==> src/rtl/mem_lsu_mc.sv <==
// mem_lsu_mc: multi-cycle load/store unit for the MEM stage of the MIPS pipeline.
//
// Ports:
//   clk, reset                      clock, asynchronous active-high reset
//   MEM_valid, MEM_allow_in,        pipeline control: instruction present,
//   MEM_cancel                      pipeline advance, flush of the MEM instruction
//   ls_op, addr, store_data, rt_old instruction operands (see op codes below)
//   dm_req, dm_wr, dm_addr,         data-memory request side
//   dm_wen, dm_wdata, dm_ready
//   dm_rvalid, dm_rdata             data-memory read-return side
//   MEM_over, ld_result             completion flag and load result for WB
//   exc_adel, exc_ades, exc_bus,    exception flags and faulting address,
//   bad_vaddr                       meaningful while MEM_over is high
//   dbg_state                       current FSM state: 0 IDLE, 1 REQ, 2 WAIT,
//                                   3 DONE, 4 DRAIN
//
// Handshake: a request is live while dm_req is high; dm_wr/dm_addr/dm_wen/dm_wdata
// are held constant until the cycle dm_ready is sampled high, which accepts it.
// A read returns exactly one dm_rvalid pulse some cycles after acceptance.
module mem_lsu_mc #(
  parameter int ADDR_W  = 32,
  parameter int TIMEOUT = 255
) (
  input  logic              clk,
  input  logic              reset,
  input  logic              MEM_valid,
  input  logic              MEM_allow_in,
  input  logic              MEM_cancel,
  input  logic [3:0]        ls_op,
  input  logic [ADDR_W-1:0] addr,
  input  logic [31:0]       store_data,
  input  logic [31:0]       rt_old,
  output logic              dm_req,
  output logic              dm_wr,
  output logic [ADDR_W-1:0] dm_addr,
  output logic [3:0]        dm_wen,
  output logic [31:0]       dm_wdata,
  input  logic              dm_ready,
  input  logic              dm_rvalid,
  input  logic [31:0]       dm_rdata,
  output logic              MEM_over,
  output logic [31:0]       ld_result,
  output logic              exc_adel,
  output logic              exc_ades,
  output logic              exc_bus,
  output logic [ADDR_W-1:0] bad_vaddr,
  output logic [2:0]        dbg_state
);

  localparam logic [3:0] OP_LB = 4'd1, OP_LBU = 4'd2, OP_LH = 4'd3, OP_LHU = 4'd4;
  localparam logic [3:0] OP_LW = 4'd5, OP_LWL = 4'd6, OP_LWR = 4'd7;
  localparam logic [3:0] OP_SB = 4'd9, OP_SH = 4'd10, OP_SW = 4'd11;
  localparam logic [3:0] OP_SWL = 4'd12, OP_SWR = 4'd13;
  localparam int CNT_W = $clog2(TIMEOUT + 1);

  typedef enum logic [2:0] {
    S_IDLE  = 3'd0,
    S_REQ   = 3'd1,
    S_WAIT  = 3'd2,
    S_DONE  = 3'd3,
    S_DRAIN = 3'd4
  } state_t;

  function automatic logic is_load(input logic [3:0] op);
    return op inside {OP_LB, OP_LBU, OP_LH, OP_LHU, OP_LW, OP_LWL, OP_LWR};
  endfunction

  function automatic logic is_store(input logic [3:0] op);
    return op inside {OP_SB, OP_SH, OP_SW, OP_SWL, OP_SWR};
  endfunction

  function automatic logic is_misaligned(input logic [3:0] op, input logic [1:0] a);
    return ((op inside {OP_LH, OP_LHU, OP_SH}) && a[0]) ||
           ((op inside {OP_LW, OP_SW}) && (a != 2'b00));
  endfunction

  state_t            state, state_nx;
  logic [3:0]        op_q;
  logic [ADDR_W-1:0] addr_q;
  logic [31:0]       rt_old_q;
  logic [CNT_W-1:0]  cnt;
  logic              drain_pend;  // a timed-out read may still return data

  logic accept, mis_in, ld_capture, to_evt, release_done, timeout_hit;
  logic [3:0]  wen_c;
  logic [31:0] wdata_c, ld_c;
  logic [1:0]  a_in, a_q;
  logic [7:0]  byte_sel;
  logic [15:0] half_sel;

  assign a_in      = addr[1:0];
  assign a_q       = addr_q[1:0];
  assign mis_in    = is_misaligned(ls_op, a_in);
  assign dbg_state = state;
  assign timeout_hit = (cnt == CNT_W'(TIMEOUT - 1));
  assign MEM_over  = (state == S_DONE) ||
                     ((state == S_IDLE) && MEM_valid && !is_load(ls_op) && !is_store(ls_op));

  // Store byte-lane steering from the incoming operands.
  always_comb begin
    wen_c   = 4'b0000;
    wdata_c = 32'h0;
    case (ls_op)
      OP_SB: begin wen_c = 4'b0001 << a_in; wdata_c = {4{store_data[7:0]}}; end
      OP_SH: begin wen_c = a_in[1] ? 4'b1100 : 4'b0011; wdata_c = {2{store_data[15:0]}}; end
      OP_SW: begin wen_c = 4'b1111; wdata_c = store_data; end
      OP_SWL: case (a_in)
        2'd0:    begin wen_c = 4'b0001; wdata_c = {24'h0, store_data[31:24]}; end
        2'd1:    begin wen_c = 4'b0011; wdata_c = {16'h0, store_data[31:16]}; end
        2'd2:    begin wen_c = 4'b0111; wdata_c = {8'h0, store_data[31:8]}; end
        default: begin wen_c = 4'b1111; wdata_c = store_data; end
      endcase
      OP_SWR: case (a_in)
        2'd0:    begin wen_c = 4'b1111; wdata_c = store_data; end
        2'd1:    begin wen_c = 4'b1110; wdata_c = {store_data[23:0], 8'h0}; end
        2'd2:    begin wen_c = 4'b1100; wdata_c = {store_data[15:0], 16'h0}; end
        default: begin wen_c = 4'b1000; wdata_c = {store_data[7:0], 24'h0}; end
      endcase
      default: ;
    endcase
  end

  // Load extraction from returned data using the latched operation.
  always_comb begin
    case (a_q)
      2'd0:    byte_sel = dm_rdata[7:0];
      2'd1:    byte_sel = dm_rdata[15:8];
      2'd2:    byte_sel = dm_rdata[23:16];
      default: byte_sel = dm_rdata[31:24];
    endcase
    half_sel = a_q[1] ? dm_rdata[31:16] : dm_rdata[15:0];
    ld_c     = dm_rdata;
    case (op_q)
      OP_LB:  ld_c = {{24{byte_sel[7]}}, byte_sel};
      OP_LBU: ld_c = {24'h0, byte_sel};
      OP_LH:  ld_c = {{16{half_sel[15]}}, half_sel};
      OP_LHU: ld_c = {16'h0, half_sel};
      OP_LWL: case (a_q)
        2'd0:    ld_c = {dm_rdata[7:0], rt_old_q[23:0]};
        2'd1:    ld_c = {dm_rdata[15:0], rt_old_q[15:0]};
        2'd2:    ld_c = {dm_rdata[23:0], rt_old_q[7:0]};
        default: ld_c = dm_rdata;
      endcase
      OP_LWR: case (a_q)
        2'd0:    ld_c = dm_rdata;
        2'd1:    ld_c = {rt_old_q[31:24], dm_rdata[31:8]};
        2'd2:    ld_c = {rt_old_q[31:16], dm_rdata[31:16]};
        default: ld_c = {rt_old_q[31:8], dm_rdata[31:24]};
      endcase
      default: ld_c = dm_rdata;
    endcase
  end

  always_ff @(posedge clk or posedge reset) begin
    if (reset) state <= S_IDLE;
    else       state <= state_nx;
  end

  // Event priority in REQ: acceptance, then cancel, then timeout.
  // In WAIT: returned data, then cancel, then timeout.
  always_comb begin
    state_nx     = state;
    accept       = 1'b0;
    ld_capture   = 1'b0;
    to_evt       = 1'b0;
    release_done = 1'b0;
    case (state)
      S_IDLE:
        if (MEM_valid && !MEM_cancel && (is_load(ls_op) || is_store(ls_op))) begin
          accept   = 1'b1;
          state_nx = mis_in ? S_DONE : S_REQ;
        end
      S_REQ:
        if (dm_ready) begin
          // An accepted store is committed even when cancelled.
          if (is_store(op_q))  state_nx = S_DONE;
          else if (MEM_cancel) state_nx = S_DRAIN;
          else                 state_nx = S_WAIT;
        end else if (MEM_cancel) begin
          state_nx = S_IDLE;
        end else if (timeout_hit) begin
          to_evt   = 1'b1;
          state_nx = S_DONE;
        end
      S_WAIT:
        if (dm_rvalid) begin
          ld_capture = !MEM_cancel;
          state_nx   = MEM_cancel ? S_IDLE : S_DONE;
        end else if (MEM_cancel) begin
          state_nx = S_DRAIN;
        end else if (timeout_hit) begin
          to_evt   = 1'b1;
          state_nx = S_DONE;
        end
      S_DONE:
        if (MEM_allow_in || MEM_cancel) begin
          release_done = 1'b1;
          // A late read that arrives on this very cycle needs no draining.
          state_nx = (drain_pend && !dm_rvalid) ? S_DRAIN : S_IDLE;
        end
      S_DRAIN:
        if (dm_rvalid) state_nx = S_IDLE;
      default: state_nx = S_IDLE;
    endcase
  end

  always_ff @(posedge clk or posedge reset) begin
    if (reset) begin
      op_q       <= 4'h0;
      addr_q     <= '0;
      rt_old_q   <= 32'h0;
      cnt        <= '0;
      drain_pend <= 1'b0;
      dm_req     <= 1'b0;
      dm_wr      <= 1'b0;
      dm_addr    <= '0;
      dm_wen     <= 4'h0;
      dm_wdata   <= 32'h0;
      ld_result  <= 32'h0;
      exc_adel   <= 1'b0;
      exc_ades   <= 1'b0;
      exc_bus    <= 1'b0;
      bad_vaddr  <= '0;
    end else begin
      dm_req <= (state_nx == S_REQ);
      if (accept) begin
        op_q     <= ls_op;
        addr_q   <= addr;
        rt_old_q <= rt_old;
        cnt      <= '0;
        if (mis_in) begin
          exc_adel  <= is_load(ls_op);
          exc_ades  <= is_store(ls_op);
          bad_vaddr <= addr;
        end else begin
          dm_wr    <= is_store(ls_op);
          dm_addr  <= {addr[ADDR_W-1:2], 2'b00};
          dm_wen   <= wen_c;
          dm_wdata <= wdata_c;
        end
      end
      if (state == S_REQ || state == S_WAIT) cnt <= cnt + 1'b1;
      if (state == S_REQ && state_nx != S_REQ) begin
        dm_wr    <= 1'b0;
        dm_addr  <= '0;
        dm_wen   <= 4'h0;
        dm_wdata <= 32'h0;
      end
      if (to_evt) begin
        exc_bus    <= 1'b1;
        bad_vaddr  <= addr_q;
        drain_pend <= (state == S_WAIT);
      end
      if (ld_capture) ld_result <= ld_c;
      if (state == S_DONE && dm_rvalid) drain_pend <= 1'b0;
      if (release_done) begin
        exc_adel   <= 1'b0;
        exc_ades   <= 1'b0;
        exc_bus    <= 1'b0;
        drain_pend <= 1'b0;
      end
    end
  end

endmodule

==> config.mk <==
export PLATFORM = sky130hd
export DESIGN_NAME = mem_lsu_mc
export DESIGN_NICKNAME = d
export VERILOG_FILES = /design/src/rtl/mem_lsu_mc.sv
export SDC_FILE = /design/constraint.sdc
export NUM_CORES = 1
export LEC_CHECK = 0
export CAP_MARGIN = 40
export CELL_PAD_IN_SITES_DETAIL_PLACEMENT = 0
export CELL_PAD_IN_SITES_GLOBAL_PLACEMENT = 1
export CORE_MARGIN = 1.5
export CORE_UTILIZATION = 41
export DETAILED_ROUTE_END_ITERATION = 8
export HOLD_SLACK_MARGIN = 0.15
export PLACE_DENSITY_LB_ADDON = 0.2
export SLEW_MARGIN = 5
export SYNTH_ARGS = -nofsm -noshare
export SYNTH_HDL_FRONTEND = slang
export SYNTH_SLANG_ARGS = --single-unit
==> constraint.sdc <==
create_clock -name clk -period 11.6 [get_ports clk]
set_input_delay 2.32 -clock clk [delete_from_list [all_inputs] [get_ports clk]]
set_output_delay 2.32 -clock clk [all_outputs]
set_load 0.03 [all_outputs]
# [Word-level counts from Yosys, hierarchy flattened]
# Cells that the tools add are included.
[classes] bitwise=0 n_lt_le_gt_ge=0 reduce_logical=39 eq_ne=35 addsub=1 n_mul=0 shift=1 n_mux=65 div=0
[op_table] op="$pmux W32 S3" n=4
[op_table] op="$mux W32" n=9
[op_table] op="$pmux W32 S6" n=1
[op_table] op="$pmux W32 S5" n=1
[op_table] op="$eq A4 B4 Y1 const B" n=10
[op_table] op="$mux W3" n=11
[op_table] op="$eq A4 B3 Y1 const B" n=7
[op_table] op="$mux W1" n=24
[op_table] op="$pmux W8 S3" n=1
[op_table] op="$pmux W4 S5" n=1
[op_table] op="$reduce_bool A2 Y1" n=9
[op_table] op="$eq A4 B2 Y1 const B" n=4
[op_table] op="$mux W16" n=1
[op_table] op="$mux W4" n=4
[op_table] op="$mux W8" n=2
[op_table] op="$pmux W3 S5" n=1
[op_table] op="$pmux W4 S3" n=1
[op_table] op="$logic_and A1 B1 Y1" n=10
[op_table] op="$reduce_bool A5 Y1" n=2
[op_table] op="$pmux W3 S3" n=1
[op_table] op="$add A8 B1 Y8 const B" n=1
[op_table] op="$eq A4 B1 Y1 const B" n=2
[op_table] op="$eq A8 B8 Y1 const B" n=1
[op_table] op="$reduce_bool A7 Y1" n=1
[op_table] op="16 further kinds" n=32
[word_totals] reg_bits=217 mem_count=0 word_cells=157 mem_bits_ro=0 mem_bits_rw=0 latch_bits=0 output_inout_bits=141

# [Logic depth before layout (Yosys ltp)]
# Gate-level depths: netlist of the first run.
[depth] depth_word=11 depth_mapped=9 ltp_nobuf=7

# [Least setup slack after synthesis of the first run]
# No wires, ideal clock.
[synth_timing] path_kind="input to output" from="input ls_op[0]" to="output MEM_over" slack_ns=5.886 arrival_ns=3.394 stages=4 required_ns=9.280 path_cell_list="or3_1 -> nand2_1 -> nand3_1 -> a21oi_1"
[synth_between] elab_chain_cells=6 word_cells_on_any_way=19 classes_between="eq/ne: 12; reduce/logical: 7"
[synth_rtl] element="from (decl)" line="29" source="input logic [3:0] ls_op,"
[synth_rtl] element="$eq A4 B1 Y1 (tied with other cells)" line="65" source="return op inside {OP_LB, OP_LBU, OP_LH, OP_LHU, OP_LW, OP_LWL, OP_LWR};"
[synth_rtl] element="$reduce_bool A7 Y1" line="65"
[synth_rtl] element="$logic_not A1 Y1" line="97" source="((state == S_IDLE) && MEM_valid && !is_load(ls_op) && !is_store(ls_op));"
[synth_rtl] element="$logic_and A1 B1 Y1" line="97"
[synth_rtl] element="$logic_and A1 B1 Y1 (*)" line="97"
[synth_rtl] element="$logic_or A1 B1 Y1 (*)" line="96" source="assign MEM_over = (state == S_DONE) ||"
[synth_rtl] element="to (decl)" line="41" source="output logic MEM_over,"
# Mark *: on every way between the ends. The rest lies on a longest branch, timed or not.

# [Worst setup path in the final report of the first run]
[layout_timing] from="input ls_op[1]" to="output MEM_over"
# Same word-level chain as after synthesis.

==> reports/results.tsv, run 1 <==
stage	metric	value	unit
layout	synthesis-to-finish area growth	33.7	%
clock_network	TritonCTS clock tree	built	
layout	fill cell count	2492	
clock_network	TritonCTS Sinks	215	
route	1st-pass router iterations	7	
layout	Final Cell Area	0.0156	mm^2
clock_network	root buf cell	clkbuf_16	
grt	GRT Overall Usage	0.239	
grt	grt ovf	0	
clock_network	# resized after CTS	0	
die	Die ar.	0.0295	mm^2
worst_setup_path	Critical Path Start	ls_op[1]	
die	Horiz. Die Dim	172	um
layout	Layout Cells excl Fill	1866	
sta	RSZ-0062 raised after global routing	false	
grt	initial antenna violation count	0	
sta	final worst-path setup slack	4.64	ns
die	Initial Util	0.419	
flow_run	max_cap viols	0	
sta	Final Skew	0.0133	ns
route	# DRC	0	
place	placer congestion estimate	0.871	
sta	final hold violations	0	
clock_network	Worst-Skew Late Latency	0.54	ns
worst_setup_path	Worst setup EP type	output pin	
grt	vias in the first global route	9891	
layout	antenna cells	0	
clock_network	clock-pin slew on the worst setup and hold paths	0.06	ns
die	FP Rows	61	
place	Port Buf Inserts	277	
sta	fin crit share	0.600	
worst_setup_path	worst r2r src	dbg_state[0]	
sta	fin crit period	6.96	ns
place	hpwl dp	24200	um
place	DP Worst Slack	4.63	ns
die	Ports	280	
sta	Slew @ Worst Pin	0.902	ns
logic_synthesis	cells after synthesis	1235	
sta	Max Fclk	144	MHz
logic_synthesis	Synth area leader	dfrtp_1	
route	vias per cell	5.53	
place	placed instance area	0.0147	mm^2
logic_synthesis	YS warnings	0	
logic_synthesis	Distinct cells, synth	74	
sta	max_slew headroom	0.397	
logic_synthesis	Synth top area share	0.461	
sta	Slew Viols, Final	0	
clock_network	Post-CTS Setup Bufs	0	
sta	# setup viols final	0	
layout	share of layout cells above drive strength 1	0.0914	
worst_setup_path	CP required	9.28	ns
hold_path	min-delay worst type	flip-flop to flip-flop	
logic_synthesis	syn_area_per_cell	9.44	um^2
status	status	complete, no violations	
worst_setup_path	crit path launch type	primary input	
clock_network	Max Buffers Root-to-Sink	3	
logic_synthesis	async set-reset flop share out of synthesis	1.00	
sta	TNS Setup	0	ns
place	placed cell count	1818	
grt	first-pass GRT wire length	55600	um
logic_synthesis	Post-synth EDFFs	0	
logic_synthesis	Mapped Area	0.0117	mm^2
route	Antenna Nets Post-Route	0	
power_and_ir_drop	P_leak	0.00707	uW
sta	Worst Hold Margin	0.474	ns
worst_setup_path	CP max FO	22	
power_and_ir_drop	Power Density	254	mW/mm^2
hold_path	Worst Hold Launch	addr_q[27]	
route	Total Wirelength	35700	um
logic_synthesis	Primary FF master, synth	dfrtp_1	
grt	pin count of the biggest net entering global routing	85	
worst_setup_path	Crit path arrival time	4.64	ns
route	vias after detailed routing	10300	
clock_network	Num CTS Buffers	26	
route	WL per Instance	19.1	um
worst_setup_path	WS Path Type	primary input to output pin	
layout	Net count, final	1609	
route	initial DRC count	962	
clock_network	H-tree Lvls	1	
logic_synthesis	Yosys reg bits	215	
die	chip height	172	um
clock_network	CTS Hold Bufs	0	
power_and_ir_drop	maximum VDD drop	160	uV
die	Core Area	0.0279	mm^2
logic_synthesis	sequential area share after synthesis	0.461	
logic_synthesis	top cells by area, synth	dfrtp_1 46%, mux2i_1 8.9%, nand2_1 7.9%	
sequential cells by signal, summed over array words and instances (netlist names), 4 cells and up:
| name | count |
|---|---|
| cnt | 8 |
| op_q | 4 |
| addr_q | 32 |
| bad_vaddr | 32 |
| dm_addr | 30 |
| dm_wen | 4 |
| rt_old_q | 32 |
| ld_result | 32 |
| dm_wdata | 32 |
kinds of logic after synthesis:
family          Yosys count  share of synthesized area
simple gates            445                      0.167
compound gates          324                      0.195
flops                   215                      0.461
mux                     130                      0.121
buf+inv                 111                     0.0466
xor+xnor                  7                    0.00526
fa+ha+maj                 2                    0.00215
other cells               1                   0.000322
synthesized netlist by cell type, types with 8 or more instances:
cell / instances
nand2b_1: 10
a21boi_0: 8
a221oi_1: 17
nand3_1: 17
a22oi_1: 19
nor2b_1: 10
a21oi_1: 77
or3_1: 10
clkbuf_1: 44
o2bb2ai_1: 38
mux2i_1: 104
a222oi_1: 16
mux2_2: 18
a21o_1: 10
buf_2: 32
o21ai_0: 64
dfrtp_1: 215
nor2_1: 108
o221a_2: 15
a31oi_1: 10
nand2_1: 246
buf_4: 9
inv_1: 13
a22o_1: 10
per-stage QoR:
| stage | util | power (uW) |
|---|---|---|
| 2_1_floorplan | - | 2430 |
| 3_3_place_gp | 0.523 | 3080 |
| 3_5_place_dp | 0.528 | 3130 |
| 4_1_cts | 0.560 | 3990 |
| 5_1_grt | 0.560 | 4210 |
| 6_report | 0.560 | 3960 |
path summary, 6_finish.rpt:
path	end	slack (ns)	cells past startpoint
hold / removal	addr_q[27]	0.47	2
hold reg to reg	addr_q[27]	0.47	2
min in group asynchronous	dm_addr[9]	2.24	2
setup reg to reg	drain_pend	8.64	6
setup / recovery	MEM_over	4.64	6
max in group asynchronous	rt_old_q[25]	7.49	5
cells in the final DEF (no fill, tap or decap), types with 4 or more instances in the layout:
| master | synthesis | routed |
|---|---|---|
| xor2_1 | 4 | 4 |
| nand2_1 | 246 | 246 |
| clkbuf_8 | 0 | 5 |
| a22oi_1 | 19 | 19 |
| a221oi_1 | 17 | 17 |
| inv_1 | 13 | 12 |
| o2bb2ai_1 | 38 | 38 |
| nand3b_1 | 7 | 7 |
| mux4_2 | 7 | 7 |
| a22o_1 | 10 | 10 |
| buf_4 | 9 | 18 |
| clkbuf_16 | 0 | 26 |
| a21oi_1 | 77 | 77 |
| mux2i_1 | 104 | 104 |
| a21oi_2 | 6 | 6 |
| nor2_1 | 108 | 108 |
| nor2_2 | 5 | 5 |
| clkinv_2 | 0 | 6 |
| a21o_1 | 10 | 9 |
| a2bb2oi_1 | 6 | 6 |
| clkdlybuf4s50_1 | 0 | 277 |
| a21boi_0 | 8 | 8 |
| o221a_2 | 15 | 15 |
| or3_1 | 10 | 10 |
| a222oi_1 | 16 | 16 |
| a31oi_1 | 10 | 9 |
| nand3_1 | 17 | 17 |
| nand2b_1 | 10 | 10 |
| clkbuf_1 | 44 | 4 |
| nor2b_1 | 10 | 10 |
| o21ai_0 | 64 | 64 |
| mux2_2 | 18 | 18 |
| dfrtp_1 | 215 | 213 |
layout make-up:
cell class              count  area [um^2]  share of cell area
repair buffers            302         3020               0.194
well taps                 378          473              0.0303
multi-input cells         910         5760               0.369
inverters                  13         56.3             0.00361
clock inverters            13          161              0.0104
clock buffers              35          734              0.0471
flip-flops and latches    215         5380               0.345
metal layers:
metal | track usage | vias to the layer above | routed length [um]
met5 | 0 | - | 0
met4 | 0.0603 | 0 | 844
met3 | 0.0486 | 49 | 2820
met2 | 0.374 | 389 | 16100
met1 | 0.339 | 4971 | 15900
li1 | - | 4905 | -
critical path: stages:
cell	delay [ns]
clkdlybuf4s50_1	0.74
or3_1	0.57
nand2_1	0.09
nand3_1	0.07
a21oi_1	0.15
clkdlybuf4s50_1	0.70
where the power goes:
group	internal, uW	switching (uW)	leakage (uW)	total, uW
registers	1050	226	0.00276	1270
clock network	512	331	0.000442	843
logic	784	1060	0.00388	1840
(Power assumes the default switching activity.)
==> run 2, diff against run 1 <==
Settings changed: CORE_UTILIZATION 41 to 38.
Clock period 11.6 ns to 7.1 ns, I/O delays scaled along.
==> run 2 against run 1 <==
First-iteration DRC count is 1.5% lower. Utilization is 4.0 points lower. Sequential power is 64% higher. Critical endpoint unchanged. Highest routed layer is now met5.
==> reports/results.tsv, run 2 (synthesis results as in run 1) <==
stage	metric	value	unit
grt	GR peak layer	met2	
worst_setup_path	Crit path arrival time	3.81	ns
sta	fin crit share	0.736	
grt	vias in the first global route	9916	
clock_network	H-tree Lvls	1	
grt	GRT Overall Usage	0.230	
sta	Max Fclk	191	MHz
worst_setup_path	worst r2r src	dbg_state[0]	
worst_setup_path	Worst R2R End	drain_pend	
layout	most common cell after layout, fill and taps aside	clkdlybuf4s50_1	
layout	commonest non-fill, non-tap cells in the layout	277 x clkdlybuf4s50_1, 246 x nand2_1, 213 x dfrtp_1, 108 x nor2_1, 104 x mux2i_1	
layout	utilization after layout	0.520	
die	Horiz. Die Dim	178	um
grt	initial antenna violation count	2	
grt	pin count of the biggest net entering global routing	111	
place	Port Buf Inserts	277	
clock_network	Post-CTS Setup Bufs	0	
layout	Net count, final	1609	
flow_run	max_cap viols	0	
power_and_ir_drop	maximum VDD drop	225	uV
hold_path	Hold Path End	addr_q[9]	
layout	fill cell count	2801	
die	Initial Util	0.389	
clock_network	TritonCTS clock tree	built	
die	Ports	280	
route	# DRC	0	
grt	first-pass GRT wire length	57700	um
worst_setup_path	WS Path Type	primary input to output pin	
die	Die ar.	0.0317	mm^2
die	Core Area	0.0300	mm^2
sta	Slew @ Worst Pin	0.950	ns
sta	Slew Viols, Final	0	
die	chip height	178	um
worst_setup_path	crit path launch type	primary input	
grt	GRT met3 Usage	0.0473	
power_and_ir_drop	Power Density	412	mW/mm^2
clock_network	root buf cell	clkbuf_16	
sta	RSZ-0062 raised after global routing	false	
grt	grt ovf	0	
hold_path	Worst Hold Depth	2	
route	1st-pass router iterations	7	
sta	max_slew headroom	0.365	
place	hpwl dp	25000	um
sta	Final Skew	0.0176	ns
sta	fin crit period	5.23	ns
layout	Multi-input gate area	0.00576	mm^2
route	initial DRC count	948	
clock_network	# resized after CTS	0	
layout	FF+latch area	0.00538	mm^2
sta	final hold violations	0	
route	WL per Instance	19.5	um
sta	TNS Setup	0	ns
clock_network	clock-pin slew on the worst setup and hold paths	0.06	ns
route	Antenna Nets Post-Route	0	
worst_setup_path	reg2reg path depth	6	
power_and_ir_drop	Design Power	6410	uW
clock_network	Worst-Skew Late Latency	0.54	ns
sta	# setup viols final	0	
route	vias per cell	5.54	
clock_network	TritonCTS Sinks	215	
hold_path	Worst Hold Launch	addr_q[9]	
status	status	complete, no violations	
clock_network	Num CTS Buffers	26	
place	placer congestion estimate	0.870	
worst_setup_path	CP required	5.68	ns
clock_network	CTS Hold Bufs	0	
worst_setup_path	CP max FO	22	
hold_path	min-delay worst type	flip-flop to flip-flop	
route	vias after detailed routing	10400	
layout	synthesis-to-finish area growth	33.5	%
route	Total Wirelength	36600	um
clock_network	Max Buffers Root-to-Sink	3	
worst_setup_path	R2R setup slack	3.94	ns
die	FP Rows	63	
grt	met2 Track Usage GR	0.351	
power_and_ir_drop	P_leak	0.00705	uW
layout	share of layout cells above drive strength 1	0.0894	
grt	GR Layer Usage met1	0.336	
worst_setup_path	Worst setup EP type	output pin	
[run 2: critical path: stages]
cell and delay (ns):
clkdlybuf4s50_1 0.74, or3_1 0.57, nand2_1 0.09, nand3_1 0.07, a21oi_1 0.20, clkdlybuf4s50_1 0.70
[run 2: routing by layer]
layer	share of wire	routed length, um	vias up
met1	0.45	16500	5044
met2	0.45	16400	405
li1	-	-	4908
met5	0.00036	13	-
met4	0.021	772	2
met3	0.078	2870	50
[run 2: stage by stage]
step	worst slack (ns)	cell area, um^2	cells	hold slack [ns]
global placement	1.93	14600	1823	0.458
detailed placement	1.88	14700	1830	0.463
finish	1.87	15600	1878	0.473
global route	1.69	15600	1877	0.494
floorplan	2.88	11700	1236	0.445
CTS	1.88	15600	1877	0.477
[run 2: layout make-up]
cell class	instances	area share
Inverter	13	0.00338
Tap cell	390	0.0314
Timing Repair Buffer	302	0.194
Multi-Input combinational cell	910	0.370
Sequential cell	215	0.346
Clock buffer	40	0.0503
Clock inverter	7	0.00458
Antenna cell	1	0.000161
[run 2: how the worst max path moves through the flow]
stage | from | endpoint | slack (ns) | depth (start not counted)
final | ls_op[1] | MEM_over | 1.87 | 6
after global routing | ls_op[1] | MEM_over | 1.69 | 6
after CTS | ls_op[1] | MEM_over | 1.88 | 6
after detailed placement | ls_op[1] | MEM_over | 1.88 | 6
after global placement | ls_op[1] | MEM_over | 1.93 | 6
after floorplan | reset | addr_q[0] | 2.88 | 1
[run 2: power by group]
group | internal [uW] | leakage (uW) | switching (uW)
Sequential | 1710 | 0.00276 | 373
Combinational | 1280 | 0.00387 | 1740
Clock | 792 | 0.000426 | 522
